**config.mk**
```make
export PLATFORM = sky130hd
export DESIGN_NAME = waterfall_scroller_flat
export DESIGN_NICKNAME = d
export VERILOG_FILES = /design/src/rtl/waterfall_scroller_if.sv /design/src/rtl/waterfall_scroller.sv /design/src/flat_wrapper.sv
export SDC_FILE = /design/constraint.sdc
export NUM_CORES = 1
export LEC_CHECK = 0
export CORE_MARGIN = 5
export CORE_UTILIZATION = 45
export DETAILED_ROUTE_END_ITERATION = 6
export PLACE_DENSITY = 0.74
export SLEW_MARGIN = 20
export SYNTH_ARGS = -nofsm -noshare
export SYNTH_HDL_FRONTEND = slang
export SYNTH_SLANG_ARGS = --single-unit
```
**constraint.sdc**
```tcl
create_clock -name pixclk -period 13 [get_ports pixclk]
set_clock_uncertainty 0.1 [all_clocks]
set_input_delay 1.95 -clock pixclk [delete_from_list [all_inputs] [get_ports pixclk]]
set_output_delay 1.95 -clock pixclk [all_outputs]
set_load 0.005 [all_outputs]
```
**src/rtl/waterfall_scroller_if.sv**
```systemverilog
// Memory-side bus of the waterfall scroller: freq-bin BRAM read port and
// single-port frame-buffer RAM port. The controller is the master.
interface waterfall_scroller_if #(
  parameter int PIX_W     = 8,
  parameter int FB_ADDR_W = 17
) ();
  logic [8:0]           bin_addr;
  logic                 bin_ren;
  logic [PIX_W-1:0]     bin_rdata;
  logic [FB_ADDR_W-1:0] fb_addr;
  logic [PIX_W-1:0]     fb_wdata;
  logic                 fb_wen;

  modport master (
    output bin_addr, bin_ren, fb_addr, fb_wdata, fb_wen,
    input  bin_rdata
  );

  modport slave (
    input  bin_addr, bin_ren, fb_addr, fb_wdata, fb_wen,
    output bin_rdata
  );
endinterface

```
**src/rtl/waterfall_scroller.sv**
```systemverilog
// Scrolling waterfall frame-buffer controller.
// Active video: frame-buffer read addresses with a circular row offset.
// Lower blanking: one new row of gain-scaled bins is written, at a
// programmable frame rate, unless frozen. Clears are queued to blanking.
module waterfall_scroller #(
  parameter int H_VISIBLE = 320,
  parameter int V_VISIBLE = 240,
  parameter int PIX_W     = 8,
  parameter int BINS      = 320,
  parameter int FB_ADDR_W = 17,
  parameter int DIV_W     = 4
) (
  input  logic             pixclk,
  input  logic             resetn,
  input  logic [8:0]       x,
  input  logic [7:0]       y,
  input  logic             lower_blank,
  input  logic [DIV_W-1:0] scroll_div,
  input  logic [2:0]       gain,
  input  logic             freeze,
  input  logic             clear_req,
  waterfall_scroller_if.master mem,
  output logic             busy,
  output logic             row_done,
  output logic             overrun
);

  // Column counter covers H_VISIBLE bin reads plus one trailing write plus the exit cycle.
  localparam int CW = $clog2(H_VISIBLE + 2);
  localparam logic [CW-1:0]        H_CW    = CW'(H_VISIBLE);
  localparam logic [CW-1:0]        LAST_CW = CW'(H_VISIBLE + 1);
  localparam logic [CW-1:0]        BINS_CW = CW'(BINS);
  localparam logic [FB_ADDR_W-1:0] H_FB    = FB_ADDR_W'(H_VISIBLE);
  localparam logic [FB_ADDR_W-1:0] V_FB    = FB_ADDR_W'(V_VISIBLE);
  // One extra bit so the end-of-clear compare never aliases at a power-of-two buffer size.
  localparam logic [FB_ADDR_W:0]   TOTAL   = (FB_ADDR_W + 1)'(H_VISIBLE * V_VISIBLE);

  typedef enum logic [1:0] {
    ST_CLEAR = 2'd0,
    ST_VIDEO = 2'd1,
    ST_WRITE = 2'd2,
    ST_WAIT  = 2'd3
  } state_t;

  state_t               state_r;
  logic [FB_ADDR_W:0]   clr_cnt_r;
  logic [CW-1:0]        wr_cnt_r;
  logic [FB_ADDR_W-1:0] y_offset_r;
  logic [DIV_W-1:0]     frame_cnt_r;
  logic                 clear_pend_r;
  logic                 lb_prev_r;
  logic                 overrun_r;
  logic                 busy_r;
  logic                 row_done_r;
  logic [FB_ADDR_W-1:0] fb_addr_r;
  logic                 fb_wen_r;
  logic                 wr_valid_r;
  logic [8:0]           bin_addr_r;
  logic                 bin_ren_r;

  logic [FB_ADDR_W-1:0] row_sum_s;
  logic [FB_ADDR_W-1:0] row_s;
  logic [FB_ADDR_W-1:0] video_addr_s;
  logic [FB_ADDR_W-1:0] wr_base_s;
  logic [PIX_W-1:0]     fb_wdata_s;

  // Left shift by gain, saturating; overflow is seen in the 7 bits above PIX_W.
  function automatic logic [PIX_W-1:0] sat_shift(input logic [PIX_W-1:0] d,
                                                 input logic [2:0] sh);
    logic [PIX_W+6:0] w;
    w = {7'd0, d} << sh;
    if (|w[PIX_W+6:PIX_W]) begin
      sat_shift = {PIX_W{1'b1}};
    end else begin
      sat_shift = w[PIX_W-1:0];
    end
  endfunction

  // Display address with circular row wrap, and base of the row being written.
  always_comb begin
    row_sum_s = FB_ADDR_W'(y) + y_offset_r;
    if (row_sum_s >= V_FB) begin
      row_s = row_sum_s - V_FB;
    end else begin
      row_s = row_sum_s;
    end
    video_addr_s = FB_ADDR_W'(x) + row_s * H_FB;
    wr_base_s    = y_offset_r * H_FB;
  end

  // Write data follows the BRAM output in the cycle it becomes valid; columns past BINS are 0.
  always_comb begin
    if (wr_valid_r) begin
      fb_wdata_s = sat_shift(mem.bin_rdata, gain);
    end else begin
      fb_wdata_s = {PIX_W{1'b0}};
    end
  end

  // Controller FSM with registered memory-side and status outputs.
  always_ff @(posedge pixclk or negedge resetn) begin
    if (!resetn) begin
      state_r      <= ST_CLEAR;
      clr_cnt_r    <= '0;
      wr_cnt_r     <= '0;
      y_offset_r   <= '0;
      frame_cnt_r  <= '0;
      clear_pend_r <= 1'b0;
      lb_prev_r    <= 1'b0;
      overrun_r    <= 1'b0;
      busy_r       <= 1'b1;
      row_done_r   <= 1'b0;
      fb_addr_r    <= '0;
      fb_wen_r     <= 1'b0;
      wr_valid_r   <= 1'b0;
      bin_addr_r   <= 9'd0;
      bin_ren_r    <= 1'b0;
    end else begin
      lb_prev_r  <= lower_blank;
      row_done_r <= 1'b0;
      fb_wen_r   <= 1'b0;
      wr_valid_r <= 1'b0;
      bin_ren_r  <= 1'b0;
      bin_addr_r <= 9'd0;
      if (clear_req) begin
        clear_pend_r <= 1'b1;
      end
      // Blanking ended while a long operation was still running.
      if (lb_prev_r && !lower_blank && (state_r == ST_CLEAR || state_r == ST_WRITE)) begin
        overrun_r <= 1'b1;
      end
      case (state_r)
        ST_CLEAR: begin
          if (clr_cnt_r == TOTAL) begin
            state_r      <= ST_VIDEO;
            busy_r       <= 1'b0;
            clr_cnt_r    <= '0;
            y_offset_r   <= '0;
            frame_cnt_r  <= '0;
            clear_pend_r <= 1'b0;
          end else begin
            fb_wen_r  <= 1'b1;
            fb_addr_r <= clr_cnt_r[FB_ADDR_W-1:0];
            clr_cnt_r <= clr_cnt_r + 1'b1;
          end
        end
        ST_VIDEO: begin
          fb_addr_r <= video_addr_s;
          if (lower_blank) begin
            if (clear_pend_r) begin
              state_r   <= ST_CLEAR;
              busy_r    <= 1'b1;
              clr_cnt_r <= '0;
            end else if (!freeze && frame_cnt_r == scroll_div) begin
              state_r     <= ST_WRITE;
              busy_r      <= 1'b1;
              frame_cnt_r <= '0;
              wr_cnt_r    <= '0;
            end else begin
              state_r <= ST_WAIT;
              if (!freeze) begin
                // A divider lowered below the running count restarts the count.
                frame_cnt_r <= (frame_cnt_r > scroll_div) ? '0 : frame_cnt_r + DIV_W'(1);
              end
            end
          end
        end
        ST_WRITE: begin
          // Step k reads bin k and writes column k-1 from the data read a cycle earlier.
          if (wr_cnt_r < H_CW) begin
            bin_ren_r  <= 1'b1;
            bin_addr_r <= 9'(wr_cnt_r);
          end
          if (wr_cnt_r != '0 && wr_cnt_r <= H_CW) begin
            fb_wen_r   <= 1'b1;
            fb_addr_r  <= wr_base_s + FB_ADDR_W'(wr_cnt_r - CW'(1));
            wr_valid_r <= (wr_cnt_r <= BINS_CW);
          end
          if (wr_cnt_r == LAST_CW) begin
            state_r    <= ST_WAIT;
            busy_r     <= 1'b0;
            row_done_r <= 1'b1;
            wr_cnt_r   <= '0;
            y_offset_r <= (y_offset_r == V_FB - FB_ADDR_W'(1)) ? '0 : y_offset_r + FB_ADDR_W'(1);
          end else begin
            wr_cnt_r <= wr_cnt_r + CW'(1);
          end
        end
        ST_WAIT: begin
          if (!lower_blank) begin
            state_r <= ST_VIDEO;
          end
        end
        default: begin
          state_r <= ST_CLEAR;
          busy_r  <= 1'b1;
        end
      endcase
    end
  end

  assign mem.bin_addr = bin_addr_r;
  assign mem.bin_ren  = bin_ren_r;
  assign mem.fb_addr  = fb_addr_r;
  assign mem.fb_wen   = fb_wen_r;
  assign mem.fb_wdata = fb_wdata_s;
  assign busy         = busy_r;
  assign row_done     = row_done_r;
  assign overrun      = overrun_r;

endmodule

```
**src/flat_wrapper.sv**
```systemverilog
// flat-port wrapper written by rule: the top's interface ports become plain ports
module waterfall_scroller_flat 
#(
  parameter int H_VISIBLE = 320,
  parameter int V_VISIBLE = 240,
  parameter int PIX_W     = 8,
  parameter int BINS      = 320,
  parameter int FB_ADDR_W = 17,
  parameter int DIV_W     = 4
)
  (pixclk, resetn, x, y, lower_blank, scroll_div, gain, freeze, clear_req, busy, row_done, overrun, mem_bin_addr, mem_bin_ren, mem_fb_addr, mem_fb_wdata, mem_fb_wen, mem_bin_rdata);
  waterfall_scroller_if #(.PIX_W(PIX_W), .FB_ADDR_W(FB_ADDR_W)) mem_i ();
  input  logic pixclk;
  input  logic resetn;
  input  logic [8:0] x;
  input  logic [7:0] y;
  input  logic lower_blank;
  input  logic [DIV_W-1:0] scroll_div;
  input  logic [2:0] gain;
  input  logic freeze;
  input  logic clear_req;
  output logic busy;
  output logic row_done;
  output logic overrun;
  output wire logic [$bits(mem_i.bin_addr)-1:0] mem_bin_addr;
  output wire logic [$bits(mem_i.bin_ren)-1:0] mem_bin_ren;
  output wire logic [$bits(mem_i.fb_addr)-1:0] mem_fb_addr;
  output wire logic [$bits(mem_i.fb_wdata)-1:0] mem_fb_wdata;
  output wire logic [$bits(mem_i.fb_wen)-1:0] mem_fb_wen;
  input wire logic [$bits(mem_i.bin_rdata)-1:0] mem_bin_rdata;
  assign mem_bin_addr = mem_i.bin_addr;
  assign mem_bin_ren = mem_i.bin_ren;
  assign mem_fb_addr = mem_i.fb_addr;
  assign mem_fb_wdata = mem_i.fb_wdata;
  assign mem_fb_wen = mem_i.fb_wen;
  assign mem_i.bin_rdata = mem_bin_rdata;
  waterfall_scroller #(.H_VISIBLE(H_VISIBLE), .V_VISIBLE(V_VISIBLE), .PIX_W(PIX_W), .BINS(BINS), .FB_ADDR_W(FB_ADDR_W), .DIV_W(DIV_W)) u_core (.pixclk(pixclk), .resetn(resetn), .x(x), .y(y), .lower_blank(lower_blank), .scroll_div(scroll_div), .gain(gain), .freeze(freeze), .clear_req(clear_req), .mem(mem_i), .busy(busy), .row_done(row_done), .overrun(overrun));
endmodule
```
==> flow_summary.ini <==
[synthesis]
synth_fp_nets = 921
ys_types = 74
syn_inst = 810
synth-edff-count = 0
synth-main-ff-cell = dfrtp_1
ys_seq_area_share_pct = 30.2
synth_area_um2 = 6960
yosys_register_bits = 84
syn-mean-instance-area_um2 = 8.59
synth-async-reset-ratio_pct = 100
yosysWarnings = 0

[power_and_ir_drop]
power_density_nw_per_um2 = 117
swShare_pct = 32.4
pwr-share-seq_pct = 34.1
p_leak_nw = 3.64
p_int_mw = 0.647
p_clk_share_pct = 31.3
vdd_drop_max_uv = 79.7
power_switching_mw = 0.310
power_frac_comb_pct = 34.7

[sta]
fin_setup_tns_ps = 0
relSlewSlack_pct = 42.0
period_share_pct = 56.9
hold_viol_final = 0
report.final.slew_viol_count = 0
max_slew.worst_pin.slew_ps = 870
setup_viol = 0
fin_ws_ps = 5610
fmax_mhz = 135
grt_setup_unrepaired = false
final.min_clock_period_ps = 7390

[detailed_routing]
drtAntennaViolNets = 0
wl_per_cell_um = 15.9
first_iter_violations = 527
drc = 0
vias_per_cell = 5.85
vias = 6206
drt-pass1-iter-count = 5
routed_wl_um = 16900

[finish]
post-route-util_pct = 53.8
syn_to_final_growth_pct = 17.5
layout_common_cells = dfrtp_1, nor2_1, nand2_1
drive_gt1_share_pct = 5.73
final_nets = 978
n_fill_cell = 1409
antenna_cells = 0
finalInstanceArea_um2 = 8180
final_common_cell = dfrtp_1

[floorplanning]
die_x_um = 134
start_util_pct = 45.8
dieArea_um2 = 18100
dieHeight_um = 134
row_count = 45
ios = 76
core-area_um2 = 15200

[flow_run]
max_cap_viol_count = 0

[place]
portBuffers = 75
dpl_worst_slack_ps = 5230
dp.final_hpwl_um = 12800
gp_congestion = 0.928
placed_area_um2 = 7830

[clocking]
post_cts_resized = 0
cts_buffer_depth = 2
clk_latency_ps = 350
clk_pin_slew_ps = 60
cts_tree = yes
clock-sinks = 84
root_buffer = clkbuf_16
h-tree-depth = 3
cts_buffers = 9
post_cts_buffers = 0
cts_hold_buffers = 0

[grt]
grt_overflow_total = 0
grt_pass1_vias = 5745
antenna_found_initial = 0
grtUsageTotal_pct = 19.1
grt_max_degree = 62
grt_pass1_wl_um = 28200

[worst_setup_path]
path_class = primary input to register
r2r_start = u_core.y_offset_r[0]
start_kind = primary input
cp.arrival_ps = 7530
crit_path_max_fanout = 6
startpoint = y[1]
setup.worst_path.end_class = register
critPathRequiredTime_ps = 13130

[worst_hold_path]
min_path_type = register to register
hp-start = u_core.overrun

[run_status]
status = completed
## path summary, 6_finish.rpt
path	end	slack, ps	depth (start not counted)
worst max-delay path	u_core.mem.fb_addr[16]	5610	22
worst min-delay path	u_core.overrun	370	1
worst max register to register	u_core.mem.fb_addr[16]	7160	23
worst min register to register	u_core.overrun	370	1
max in group asynchronous	u_core.y_offset_r[8]	10300	2
min in group asynchronous	u_core.mem.bin_addr[0]	1400	1
## sequential cells by signal, indices dropped and copies added, names as in the netlist, 2 cells and up
| name | flops |
|---|---|
| u_core.clr_cnt_r | 18 |
| u_core.mem.bin_addr | 9 |
| u_core.wr_cnt_r | 9 |
| u_core.mem.fb_addr | 17 |
| u_core.frame_cnt_r | 4 |
| u_core.y_offset_r | 17 |
| u_core.state_r | 2 |
## final cells by class
type	count	area [um2]	area share (%)
inverter	37	139	1.70
tap	188	235	2.88
clock inverter	5	108	1.32
multi-input combinational	656	4570	55.9
sequential	84	2100	25.7
clock buffer	11	243	2.97
timing repair buffer	79	778	9.52
## routing by layer
metal	global-route usage, %	wire length (um)
met4	7.64	443
met1	27.0	7880
met3	2.44	1050
met2	29.6	7470
met5	0	0
## metrics by stage
step	hold slack [ps]	power (mW)	instances
floorplan	368	0.531	810
global placement	360	0.656	1044
detailed placement	361	0.661	1044
CTS	380	0.963	1060
global route	399	1.01	1060
finish	374	0.957	1060
## cells in the mapped netlist (all sizes together) (12+ instances only)
cell | instances | share of area [%]
a21oi | 32 | 2.4
a221oi | 12 | 1.5
and3 | 22 | 2.0
clkbuf | 26 | 1.4
dfrtp | 83 | 30
ha | 69 | 12
inv | 36 | 1.9
nand2 | 80 | 4.3
nand3 | 18 | 1.3
nand4 | 16 | 1.7
nor2 | 80 | 4.3
nor3 | 14 | 1.2
o21ai | 87 | 6.3
o31ai | 22 | 2.6
xnor2 | 43 | 5.5
xor2 | 19 | 2.4
## logic make-up after synthesis
group                    after synthesis  share of synthesized area (%)
adder cells (fa/ha/maj)               74                           13.8
flip-flops                            84                           30.2
AND/OR/NAND/NOR                      282                           20.3
buffers and inverters                 70                           4.13
multiplexers                          14                           2.21
AO/OA/AOI/OAI                        223                           21.1
XOR/XNOR                              63                           8.23
## power by group through the flow
stage | Combinational, mW | Sequential (mW) | Clock, mW
6_report | 0.332 | 0.326 | 0.299
5_1_grt | 0.368 | 0.330 | 0.313
4_1_cts | 0.332 | 0.326 | 0.305
3_5_place_dp | 0.330 | 0.330 | 0
3_3_place_gp | 0.326 | 0.330 | 0
2_1_floorplan | 0.203 | 0.327 | 0
## worst max-delay path, cell delays in order
cell	delay, ps
clkdlybuf4s50_1	430
ha_1	300
a21o_1	210
and4_1	200
or3_1	320
xor2_1	300
ha_1	260
nand3b_1	100
o311a_2	400
nand4_4	150
xor2_1	230
ha_1	310
fa_1	470
a211oi_1	300
nor2_1	100
xor2_1	240
and2_1	190
nand4_1	120
xnor3_1	380
xnor2_1	160
o221ai_1	110
mux2_2	290
(Power assumes the default switching activity.)
